### src/rtl/ld_st_exec_unit_pkg.sv
// Shared types and constants for the load/store execution unit.
package ld_st_exec_unit_pkg;

    localparam int unsigned NUM_REGS  = 64;
    localparam int unsigned ROB_SIZE  = 16;
    localparam int unsigned NUM_BRATS = 4;

    localparam int unsigned PR_W   = $clog2(NUM_REGS);
    localparam int unsigned ROB_W  = $clog2(ROB_SIZE);
    localparam int unsigned BRAT_W = $clog2(NUM_BRATS);

    typedef enum logic [1:0] {IDLE, ADDR, MEM, WB} lsu_state_t;

    localparam logic [2:0] F3_LB  = 3'b000;
    localparam logic [2:0] F3_LH  = 3'b001;
    localparam logic [2:0] F3_LW  = 3'b010;
    localparam logic [2:0] F3_LBU = 3'b100;
    localparam logic [2:0] F3_LHU = 3'b101;
    localparam logic [2:0] F3_SB  = 3'b000;
    localparam logic [2:0] F3_SH  = 3'b001;
    localparam logic [2:0] F3_SW  = 3'b010;

    typedef struct packed {
        logic              is_store;
        logic [2:0]        funct3;
        logic [31:0]       imm;
        logic [PR_W-1:0]   pr1_s_ld_st;
        logic [PR_W-1:0]   pr2_s_ld_st;
        logic [PR_W-1:0]   pd;
        logic [4:0]        rd;
        logic [ROB_W-1:0]  rob_index;
        logic [BRAT_W-1:0] current_brat;
    } ld_st_queue_t;

    // Unshifted byte-lane pattern for an access width (funct3[1:0]).
    function automatic logic [3:0] size_mask(input logic [1:0] width);
        case (width)
            2'b00:   size_mask = 4'b0001;
            2'b01:   size_mask = 4'b0011;
            default: size_mask = 4'b1111;
        endcase
    endfunction

endpackage

### src/rtl/ld_st_exec_unit_if.sv
// Data-memory port bundle between the execution unit and dmem.
interface ld_st_exec_unit_if;
    logic [31:0] dmem_addr;
    logic [3:0]  dmem_rmask;
    logic [3:0]  dmem_wmask;
    logic [31:0] dmem_wdata;
    logic [31:0] dmem_rdata;
    logic        dmem_resp;

    modport master (
        output dmem_addr, dmem_rmask, dmem_wmask, dmem_wdata,
        input  dmem_rdata, dmem_resp
    );

    modport slave (
        input  dmem_addr, dmem_rmask, dmem_wmask, dmem_wdata,
        output dmem_rdata, dmem_resp
    );
endinterface

### src/rtl/load_data_align.sv
// Picks the addressed byte/half out of a load word and extends it to 32 bits.
module load_data_align
    import ld_st_exec_unit_pkg::*;
(
    input  logic [2:0]  funct3,
    input  logic [1:0]  offset,
    input  logic [31:0] rdata,
    output logic [31:0] data
);

    logic [31:0] shifted;

    // Move the addressed lane to bit 0, then extend by load type.
    always_comb begin
        shifted = rdata >> {offset, 3'b000};
        case (funct3)
            F3_LB:   data = {{24{shifted[7]}}, shifted[7:0]};
            F3_LBU:  data = {24'h0, shifted[7:0]};
            F3_LH:   data = {{16{shifted[15]}}, shifted[15:0]};
            F3_LHU:  data = {16'h0, shifted[15:0]};
            default: data = shifted;
        endcase
    end

endmodule

### src/rtl/ld_st_exec_unit.sv
// Single-op memory execution unit: operand read, dmem access, CDB broadcast.
module ld_st_exec_unit
    import ld_st_exec_unit_pkg::*;
(
    input  logic               clk,
    input  logic               rst,
    input  logic               flush,
    input  logic               branch_recovery,
    input  logic [BRAT_W-1:0]  branch_resolved_index,
    input  logic               entry_valid,
    input  ld_st_queue_t       entry,
    output logic               entry_ready,
    output logic [PR_W-1:0]    rf_ps1,
    output logic [PR_W-1:0]    rf_ps2,
    input  logic [31:0]        rf_rs1_v,
    input  logic [31:0]        rf_rs2_v,
    ld_st_exec_unit_if.master  dmem,
    output logic               cdb_valid,
    output logic               cdb_rd_we,
    output logic [PR_W-1:0]    cdb_phys_rd,
    output logic [4:0]         cdb_arch_rd,
    output logic [ROB_W-1:0]   cdb_rob_index,
    output logic [31:0]        cdb_data,
    output logic               misaligned
);

    lsu_state_t   state, state_next;
    ld_st_queue_t entry_q;
    logic         kill_q;
    logic [1:0]   off_q;
    logic [31:0]  addr_q, wdata_q, data_q;
    logic [3:0]   rmask_q, wmask_q;

    logic [31:0]  ea;
    logic         addr_mis;
    logic [3:0]   lane_mask;
    logic         kill_idle, kill_cur, kill_mem;
    logic [31:0]  load_data;

    load_data_align u_align (
        .funct3 (entry_q.funct3),
        .offset (off_q),
        .rdata  (dmem.dmem_rdata),
        .data   (load_data)
    );

    // Address generation, alignment and kill decode for the current op.
    always_comb begin
        ea        = rf_rs1_v + entry_q.imm;
        addr_mis  = ((entry_q.funct3[1:0] == 2'b01) && ea[0]) ||
                    ((entry_q.funct3[1:0] == 2'b10) && (ea[1:0] != 2'b00));
        lane_mask = size_mask(entry_q.funct3[1:0]) << ea[1:0];
        // In IDLE nothing is captured yet, so test the incoming entry's tag.
        kill_idle = flush ||
                    (branch_recovery && (entry.current_brat > branch_resolved_index));
        kill_cur  = flush ||
                    (branch_recovery && (entry_q.current_brat > branch_resolved_index));
        // Stores only issue at the ROB head; recovery cannot squash them.
        kill_mem  = flush || (branch_recovery && !entry_q.is_store &&
                    (entry_q.current_brat > branch_resolved_index));
    end

    // Next-state decode.
    always_comb begin
        state_next = state;
        case (state)
            IDLE: if (entry_valid && !kill_idle) state_next = ADDR;
            ADDR: begin
                if (kill_cur)      state_next = IDLE;
                else if (addr_mis) state_next = WB;
                else               state_next = MEM;
            end
            MEM: begin
                // The request is never abandoned; a kill only suppresses WB.
                if (dmem.dmem_resp) state_next = (kill_q || kill_mem) ? IDLE : WB;
            end
            WB:      state_next = IDLE;
            default: state_next = IDLE;
        endcase
    end

    // State, captured entry and registered dmem request.
    always_ff @(posedge clk) begin
        if (rst) begin
            state   <= IDLE;
            entry_q <= '0;
            kill_q  <= 1'b0;
            off_q   <= 2'b00;
            addr_q  <= '0;
            wdata_q <= '0;
            data_q  <= '0;
            rmask_q <= '0;
            wmask_q <= '0;
        end else begin
            state <= state_next;
            case (state)
                IDLE: begin
                    kill_q <= 1'b0;
                    if (entry_valid && !kill_idle) entry_q <= entry;
                end
                ADDR: begin
                    if (!kill_cur) begin
                        off_q  <= ea[1:0];
                        data_q <= '0;
                        if (!addr_mis) begin
                            addr_q  <= {ea[31:2], 2'b00};
                            wdata_q <= rf_rs2_v << {ea[1:0], 3'b000};
                            rmask_q <= entry_q.is_store ? 4'b0000 : lane_mask;
                            wmask_q <= entry_q.is_store ? lane_mask : 4'b0000;
                        end
                    end
                end
                MEM: begin
                    if (dmem.dmem_resp) begin
                        rmask_q <= '0;
                        wmask_q <= '0;
                        kill_q  <= 1'b0;
                        data_q  <= entry_q.is_store ? 32'h0 : load_data;
                    end else if (kill_mem) begin
                        kill_q <= 1'b1;
                    end
                end
                default: ;
            endcase
        end
    end

    assign dmem.dmem_addr  = addr_q;
    assign dmem.dmem_rmask = rmask_q;
    assign dmem.dmem_wmask = wmask_q;
    assign dmem.dmem_wdata = wdata_q;

    // Handshake, register-file and CDB outputs; all zero outside their state.
    always_comb begin
        entry_ready   = (state == IDLE);
        rf_ps1        = '0;
        rf_ps2        = '0;
        misaligned    = 1'b0;
        cdb_valid     = 1'b0;
        cdb_rd_we     = 1'b0;
        cdb_phys_rd   = '0;
        cdb_arch_rd   = '0;
        cdb_rob_index = '0;
        cdb_data      = '0;
        if (state == ADDR) begin
            rf_ps1     = entry_q.pr1_s_ld_st;
            rf_ps2     = entry_q.pr2_s_ld_st;
            misaligned = addr_mis && !kill_cur;
        end
        if ((state == WB) && !kill_q && !kill_cur) begin
            cdb_valid     = 1'b1;
            cdb_rd_we     = !entry_q.is_store;
            cdb_phys_rd   = entry_q.pd;
            cdb_arch_rd   = entry_q.rd;
            cdb_rob_index = entry_q.rob_index;
            cdb_data      = data_q;
        end
    end

endmodule

### src/flat_wrapper.sv
// flat-port wrapper written by rule: the top's interface ports become plain ports
module ld_st_exec_unit_flat import ld_st_exec_unit_pkg::*;
  (clk, rst, flush, branch_recovery, branch_resolved_index, entry_valid, entry, entry_ready, rf_ps1, rf_ps2, rf_rs1_v, rf_rs2_v, cdb_valid, cdb_rd_we, cdb_phys_rd, cdb_arch_rd, cdb_rob_index, cdb_data, misaligned, dmem_dmem_addr, dmem_dmem_rmask, dmem_dmem_wmask, dmem_dmem_wdata, dmem_dmem_rdata, dmem_dmem_resp);
  ld_st_exec_unit_if dmem_i ();
  input  logic clk;
  input  logic rst;
  input  logic flush;
  input  logic branch_recovery;
  input  logic [BRAT_W-1:0] branch_resolved_index;
  input  logic entry_valid;
  input  ld_st_queue_t entry;
  output logic entry_ready;
  output logic [PR_W-1:0] rf_ps1;
  output logic [PR_W-1:0] rf_ps2;
  input  logic [31:0] rf_rs1_v;
  input  logic [31:0] rf_rs2_v;
  output logic cdb_valid;
  output logic cdb_rd_we;
  output logic [PR_W-1:0] cdb_phys_rd;
  output logic [4:0] cdb_arch_rd;
  output logic [ROB_W-1:0] cdb_rob_index;
  output logic [31:0] cdb_data;
  output logic misaligned;
  output wire logic [$bits(dmem_i.dmem_addr)-1:0] dmem_dmem_addr;
  output wire logic [$bits(dmem_i.dmem_rmask)-1:0] dmem_dmem_rmask;
  output wire logic [$bits(dmem_i.dmem_wmask)-1:0] dmem_dmem_wmask;
  output wire logic [$bits(dmem_i.dmem_wdata)-1:0] dmem_dmem_wdata;
  input wire logic [$bits(dmem_i.dmem_rdata)-1:0] dmem_dmem_rdata;
  input wire logic [$bits(dmem_i.dmem_resp)-1:0] dmem_dmem_resp;
  assign dmem_dmem_addr = dmem_i.dmem_addr;
  assign dmem_dmem_rmask = dmem_i.dmem_rmask;
  assign dmem_dmem_wmask = dmem_i.dmem_wmask;
  assign dmem_dmem_wdata = dmem_i.dmem_wdata;
  assign dmem_i.dmem_rdata = dmem_dmem_rdata;
  assign dmem_i.dmem_resp = dmem_dmem_resp;
  ld_st_exec_unit u_core (.clk(clk), .rst(rst), .flush(flush), .branch_recovery(branch_recovery), .branch_resolved_index(branch_resolved_index), .entry_valid(entry_valid), .entry(entry), .entry_ready(entry_ready), .rf_ps1(rf_ps1), .rf_ps2(rf_ps2), .rf_rs1_v(rf_rs1_v), .rf_rs2_v(rf_rs2_v), .dmem(dmem_i), .cdb_valid(cdb_valid), .cdb_rd_we(cdb_rd_we), .cdb_phys_rd(cdb_phys_rd), .cdb_arch_rd(cdb_arch_rd), .cdb_rob_index(cdb_rob_index), .cdb_data(cdb_data), .misaligned(misaligned));
endmodule
### config.mk
export PLATFORM = sky130hd
export DESIGN_NAME = ld_st_exec_unit_flat
export DESIGN_NICKNAME = d
export VERILOG_FILES = /design/src/rtl/ld_st_exec_unit_pkg.sv /design/src/rtl/ld_st_exec_unit_if.sv /design/src/rtl/load_data_align.sv /design/src/rtl/ld_st_exec_unit.sv /design/src/flat_wrapper.sv
export SDC_FILE = /design/constraint.sdc
export NUM_CORES = 1
export LEC_CHECK = 0
export BUFFER_PORTS_ARGS = -buffer_cell sky130_fd_sc_hd__buf_2
export CELL_PAD_IN_SITES_DETAIL_PLACEMENT = 1
export CELL_PAD_IN_SITES_GLOBAL_PLACEMENT = 1
export CORE_AREA = 4 4 174 176
export CTS_CLUSTER_DIAMETER = 100
export CTS_CLUSTER_SIZE = 8
export DETAILED_ROUTE_END_ITERATION = 10
export DIE_AREA = 0 0 178 180
export HOLD_SLACK_MARGIN = 0.12
export PLACE_DENSITY = 0.76
export SLEW_MARGIN = 20
export SYNTH_ARGS = -nofsm -noshare
export SYNTH_HDL_FRONTEND = slang
export SYNTH_SLANG_ARGS = --single-unit
### constraint.sdc
create_clock -name clk -period 2.4 [get_ports clk]
set_input_delay 0.24 -clock clk [delete_from_list [all_inputs] [get_ports clk]]
set_output_delay 0.24 -clock clk [all_outputs]
set_load 0.01 [all_outputs]
==> flow_summary.toml, run 1 <==
[run_status]
status = "finished with violations"
failed_checks = "negative setup slack"

[global_route]
grt_antenna_before_repair = 13
globalRouteTotalUtil = 0.228
gr-total-overflow = 0
grt_max_degree = 98
grt_pass1_wl_um = 59000
grt_pass1_vias = 10924

[floorplanning]
num_io_pins = 304
die_h_um = 180
core_area_um2 = 28600
die_area_um2 = 32000
initial_utilization = 0.326
die_width_um = 178
rows = 62

[worst_setup_path]
start_kind = "flop"
worstPathMaxFanout = 8
worstSetupPathType = "flop to output pin"
arrival_ns = 2.27
cp_cell_sequence = "ha_4 -> nor2b_4 -> o211ai_1 -> buf_4 -> nor4b_4 -> buf_6 -> buf_6 -> buf_16 -> and2_4 -> buf_6"
critPathBufInv = 5
critical-path-max-stage-delay_ns = 0.35
crit_path_end_kind = "output pin"
required_ns = 2.16
critPathTopFamily = "buffers and inverters"
cp_slowest_cell = "dfxtp_2"
crit_top_cell = "buf_6"

[synth]
yosysWarnings = 0
ys.flop_type = "dfxtp_1"
ys_ff_latch = 172
netlist_area_um2 = 9330
synthTopCellsByArea = "dfxtp_1, nand2_1, a21oi_1, ha_1, nor2_1"
synth_area_per_cell_um2 = 7.67
synth_cell_types = 68
synthArstFlopShare = 0
ys_seq_area_frac = 0.369
synth_top_area_frac = 0.369
synthCells = 1217
synth_top_area_cell = "dfxtp_1"
synth_edf_count = 0

[timing]
worstMarginPinSlew_ns = 0.794
finalCritPeriodShare = 1.05
slew_violations = 0
setup-tns-final_ns = -2.39
slew_headroom = 0.470
fin_hold_ws_ns = 0.184
layout_min_cycle_time_ns = 2.51
setup_viol = 41
rsz0062_at_grt = "true"
timing_hold_violations_final = 0
setup_ws_ns = -0.112
finClkSkew_ns = 0.0223
fmax_mhz = 398

[clocking]
cts-root-buf = "clkbuf_16"
clock_sinks = 172
h-tree-depth = 4
path_clk_slew_ns = 0.07
cts_tree = "yes"
clock_path_buffers = 2
clock_latency_ns = 0.44
cts_buffers = 17

[pwr]
ir_drop_v = 0.000334
powerDensity_nw_per_um2 = 532
leakagePower_nw = 5.85

[routing]
drcViolationCount = 0
drt_wl_total_um = 38400
vias = 10413
drt_iter0_drc = 581
avgViaCountPerCell = 5.21
ant_nets = 0
avgRoutedWirePerCell_um = 19.2
drtPass1Iterations = 5

[worst_hold_path]
hold_class = "input pin to flop"

[cells_and_area]
area_growth_pct = 46.0
finalNetCount = 1794
final_common_cell = "buf_2"
drive_gt1_frac = 0.307
layout.cells.non_filler = 1998
final_cell_mix = "buf_2, nand2_1, dfxtp_1"

[placement]
dp_cells = 1863
place_congestion = 0.925
dp_hpwl_um = 26400
place_ws_ns = -0.273
numPortBuffers = 301

[run]
maxCapViolCount = 0
-- synth_stat cells, types with 2 or more instances --
cell type and count:
a211o_1 8, a211oi_1 30, a21boi_0 2, a21o_1 15
a21oi_1 160, a22oi_1 26, a31oi_1 10, a32o_1 2
a32oi_1 7, and2_1 64, and3_1 4, and4_1 2
buf_1 4, buf_2 17, buf_4 8, clkbuf_1 56
dfxtp_1 172, ha_1 35, inv_1 7, inv_2 2
mux2i_1 37, nand2_1 226, nand2b_1 3, nand3_1 18
nand3b_1 6, nand4_1 5, nand4b_1 3, nor2_1 116
nor2_2 2, nor2b_1 25, nor3_1 25, nor3b_1 3
nor4_1 4, o211ai_1 4, o21a_1 3, o21ai_0 36
o21ai_1 13, o31ai_1 2, or3_1 5, or4_1 3
xnor2_1 10, xor2_1 11
-- per-layer routing --
metal	track usage	wire, um	vias to the layer above	share of wire
met5	0	26	-	0.00068
met4	0.103	1360	4	0.035
met3	0.0504	2230	94	0.058
met2	0.382	18800	325	0.49
met1	0.277	16000	4996	0.42
li1	-	-	4994	-
-- worst paths after layout --
path	to	cells past startpoint	from	slack, ns
max	cdb_data[25]	10	u_core.entry_q[1]$_SDFFE_PP0P_	-0.11
min	u_core.state[1]$_SDFFE_PP0P_	4	dmem_dmem_resp	0.18
max reg2reg	u_core.dmem.dmem_addr[30]$_SDFFE_PP0P_	11	u_core.entry_q[29]$_SDFFE_PP0P_	-0.05
min reg2reg	u_core.dmem.dmem_addr[3]$_SDFFE_PP0P_	2	u_core.dmem.dmem_addr[3]$_SDFFE_PP0P_	0.45
-- tightest hold or removal path, cell delays in order --
cell,delay (ns)
buf_2,0.12
nand2b_1,0.07
a21oi_1,0.06
nor2_1,0.07
-- state kept, by name, indices dropped and copies added, names as in the netlist --
signal,count
u_core.dmem.dmem_rmask,4
u_core.data_q,32
u_core.entry_q,65
u_core.dmem.dmem_wdata,32
u_core.state,2
u_core.off_q,2
u_core.kill_q,1
u_core.dmem.dmem_wmask,4
u_core.dmem.dmem_addr,30
-- area by class of cell --
type | count | area (um^2)
Fill cell | 3483 | 15000
Sequential cell | 172 | 3450
Clock buffer | 18 | 439
Multi-Input combinational cell | 952 | 5920
Timing Repair Buffer | 437 | 3120
Inverter | 9 | 33.8
Clock inverter | 14 | 153
Antenna cell | 12 | 30.0
Tap cell | 384 | 480
-- through the flow --
stage | util | instance area [um^2] | total power, mW
6_report | 0.476 | 13600 | 7.25
4_1_cts | 0.463 | 13200 | 7.23
2_1_floorplan | - | 9330 | 3.78
3_5_place_dp | 0.398 | 11400 | 4.25
3_3_place_gp | 0.398 | 11400 | 4.22
5_1_grt | 0.476 | 13600 | 7.58
-- what timing repair did --
item | 4_1_cts | 5_1_grt
setup buffers | 5 | 9
hold buffers | 73 | 0
gates resized for setup | 98 | 54
pin swaps | 37 | 23
setup endpoints to repair | 118 | 117
gates cloned | 3 | 2
endpoints found under the hold margin | 73 | 0
-- report_power, final --
| group | leakage, nW | internal [mW] | switching, mW |
|---|---|---|---|
| logic | 4.17 | 0.593 | 0.810 |
| registers | 1.39 | 2.94 | 0.0622 |
| clock network | 0.286 | 1.50 | 1.34 |
| total | 5.85 | 5.04 | 2.21 |
-- logic make-up after synthesis --
family                   synth area share
AND/OR/NAND/NOR                     0.259
AO/OA/AOI/OAI                       0.220
multiplexers                       0.0397
adder cells (fa/ha/maj)            0.0491
buffers and inverters              0.0433
other                            0.000402
XOR/XNOR                           0.0197
flip-flops                          0.369
Power figures use the tool's default switching activity.
==> run 2, diff against run 1 <==
ABC_AREA = 1   (was default)
CORE_AREA = 4 4 184 186   (was 4 4 174 176)
DIE_AREA = 0 0 188 190   (was 0 0 178 180)
==> run 2 against run 1 <==
The run still ends with negative setup slack left. Critical path depth unchanged. Via count up 14%. Area after synthesis up 9.0%. Sequential cell count unchanged. Critical endpoint is now cdb_data[17]. Highest routed layer is now met4.
==> flow_summary.toml, run 2 <==
[cells_and_area]
final_common_cell = "nand2_1"
top_register = "u_core.entry_q"
layout.cells.non_filler = 2434
final_cell_mix = "nand2_1, buf_2, inv_1"
final_cell_area_um2 = 14500
drive_gt1_frac = 0.234
finalNetCount = 2178
largest_reg_flops = 65
final.fill_count = 4158
area_growth_pct = 42.1

[pwr]
intPower_mw = 5.30
leakagePower_nw = 6.95
powerDensity_nw_per_um2 = 548
p_total_mw = 7.92
p_sw_mw = 2.62
ir_drop_v = 0.000439
p_clk_frac = 0.364
swShare = 0.331
seq_power_share = 0.391
comb_power_share = 0.245

[global_route]
grt_antenna_before_repair = 5
globalRouteTotalUtil = 0.230
grt_pass1_wl_um = 66000
grt_pass1_vias = 12391
gr-total-overflow = 0
grt_max_degree = 67

[clocking]
cts-root-buf = "clkbuf_16"
path_clk_slew_ns = 0.07
clock_sinks = 172
clock_path_buffers = 2
h-tree-depth = 4
cts_buffers = 17
cts_tree = "yes"
clock_latency_ns = 0.44

[worst_setup_path]
crit_cells = 10
reg2reg_slack_ns = 0.12
cp-endpoint = "cdb_data[17]"
r2r-start = "u_core.entry_q[29]$_SDFFE_PP0P_"
r2r_end = "u_core.dmem.dmem_wmask[3]$_SDFFE_PP0P_"
crit_path_end_kind = "output pin"
cp_slowest_cell = "dfxtp_2"
critPathBufInv = 4
critPathTopFamily = "buffers and inverters"
cp_cell_sequence = "inv_2 -> ha_4 -> nand2_2 -> nand3_2 -> nand2_2 -> nor4_4 -> bufinv_8 -> clkbuf_16 -> nor2_4 -> buf_6"
worstSetupPathType = "flop to output pin"
crit_top_cell = "nand2_2"
cp-startpoint = "u_core.entry_q[0]$_SDFFE_PP0P_"
rr_worst_depth = 11
worstPathMaxFanout = 5
start_kind = "flop"
arrival_ns = 2.17
critical-path-max-stage-delay_ns = 0.34
required_ns = 2.16

[synth]
netlist_area_um2 = 10200
yosysMostFrequentCell = "nand2_1"
synthCells = 1613
ys_ff_latch = 172
synth_area_per_cell_um2 = 6.31
synth_cell_types = 40
yosysWarnings = 0
synthArstFlopShare = 0
synth_edf_count = 0
synth_top_area_cell = "dfxtp_1"
synthTopCellsByArea = "dfxtp_1, nand2_1, inv_1, nor2_1, o21ai_0"
ys_seq_area_frac = 0.338
synth_top_area_frac = 0.338
synth_commonest_cells = "nand2_1, inv_1, nor2_1, dfxtp_1, o21ai_0"
ys.flop_type = "dfxtp_1"

[floorplanning]
core_area_um2 = 32300
die_width_um = 188
rows = 66
die_area_um2 = 35700
num_io_pins = 304
initial_utilization = 0.315
die_h_um = 190

[routing]
drcViolationCount = 0
drt_iter0_drc = 612
vias = 11863
avgRoutedWirePerCell_um = 17.9
ant_nets = 0
drtPass1Iterations = 5
avgViaCountPerCell = 4.87
drt_wl_total_um = 43600

[timing]
worstMarginPinSlew_ns = 0.842
setup_ws_ns = -0.0122
finalCritPeriodShare = 1.01
layout_min_cycle_time_ns = 2.41
slew_headroom = 0.439
rsz0062_at_grt = "true"
slew_violations = 0
setup-tns-final_ns = -0.0264
fin_hold_ws_ns = 0.183
timing_hold_violations_final = 0
setup_viol = 5
finClkSkew_ns = 0.0154
fmax_mhz = 415

[placement]
dp_hpwl_um = 30600
dp_cells = 2302
place_congestion = 0.927
place_area_um2 = 12100
numPortBuffers = 301

[worst_hold_path]
hold_class = "input pin to flop"

[run_status]
failed_checks = "negative setup slack"
status = "finished with violations"

[run]
maxCapViolCount = 0
run 2: layer usage:
metal / GRT usage / routed length, um / up-vias
met1: 0.270 / 17600 / 5599
met4: 0.101 / 2030 / 0
met5: 0 / 0 / -
li1: - / - / 5833
met2: 0.413 / 22100 / 334
met3: 0.0385 / 1870 / 97
run 2: layout make-up:
cell class | count | area (um^2) | share of cell area
Inverter | 233 | 896 | 0.0620
Tap cell | 442 | 553 | 0.0383
Antenna cell | 6 | 15.0 | 0.00104
Timing Repair Buffer | 421 | 3080 | 0.213
Sequential cell | 172 | 3450 | 0.239
Timing Repair inverter | 1 | 11.3 | 0.000779
Clock inverter | 14 | 159 | 0.0110
Multi-Input combinational cell | 1127 | 5860 | 0.405
Clock buffer | 18 | 429 | 0.0297
run 2: worst register-to-register path, delay by kind of cell, from the launching register on:
kind | cells | cell delay [ns]
AO/OA/AOI/OAI | 1 | 0.14
adder cells (fa/ha/maj) | 2 | 0.73
buffers and inverters | 4 | 0.59
flip-flops | 1 | 0.34
AND/OR/NAND/NOR | 4 | 0.42
run 2: per-stage QoR:
step                 util  worst slack (ns)
finish              0.448           -0.0122
detailed placement  0.375           0.00853
global route        0.447            -0.142
floorplan               -             0.347
global placement    0.375            0.0480
CTS                 0.430           -0.0368
run 2: cells by family (layout without fill, tap and decap cells):
| group | count (synthesis) | count (layout) | share of synthesized area |
|---|---|---|---|
| xor+xnor | 15 | 15 | 0.0129 |
| flops | 172 | 172 | 0.338 |
| fa+ha+maj | 36 | 36 | 0.0450 |
| compound gates | 341 | 341 | 0.178 |
| simple gates | 718 | 718 | 0.286 |
| buf+inv | 315 | 687 | 0.124 |
| mux | 15 | 15 | 0.0148 |
| other cells | 1 | 8 | 0.000369 |
run 2: worst min path at each step:
| stage | startpoint | end | cells after the start |
|---|---|---|---|
| after detailed placement | u_core.entry_q[16]$_SDFFE_PP0P_ | u_core.entry_q[16]$_SDFFE_PP0P_ | 2 |
| after floorplan | rf_rs2_v[0] | u_core.dmem.dmem_wdata[0]$_SDFFE_PP0P_ | 2 |
| after CTS | rf_rs2_v[24] | u_core.dmem.dmem_wdata[24]$_SDFFE_PP0P_ | 5 |
| after global placement | u_core.entry_q[26]$_SDFFE_PP0P_ | u_core.entry_q[26]$_SDFFE_PP0P_ | 2 |
| after global routing | rf_rs2_v[24] | u_core.dmem.dmem_wdata[24]$_SDFFE_PP0P_ | 5 |
| final | rf_rs2_v[24] | u_core.dmem.dmem_wdata[24]$_SDFFE_PP0P_ | 5 |
run 2: repair_timing:
action	4_1_cts	5_1_grt
cloned	4	5
hold buffers	73	0
endpoints found under the setup margin	46	55
setup buffers	5	7
gates resized for setup	77	89
endpoints found under the hold margin	73	0
pin swaps	9	11
run 2: power by group through the flow:
stage                     registers [mW]  clock network, mW  logic, mW
after floorplan                     3.14                  0       1.10
after global placement              3.15                  0       1.66
after detailed placement            3.15                  0       1.70
after CTS                           3.09               2.95       1.85
after global routing                3.11               3.07       2.18
final                               3.09               2.88       1.94
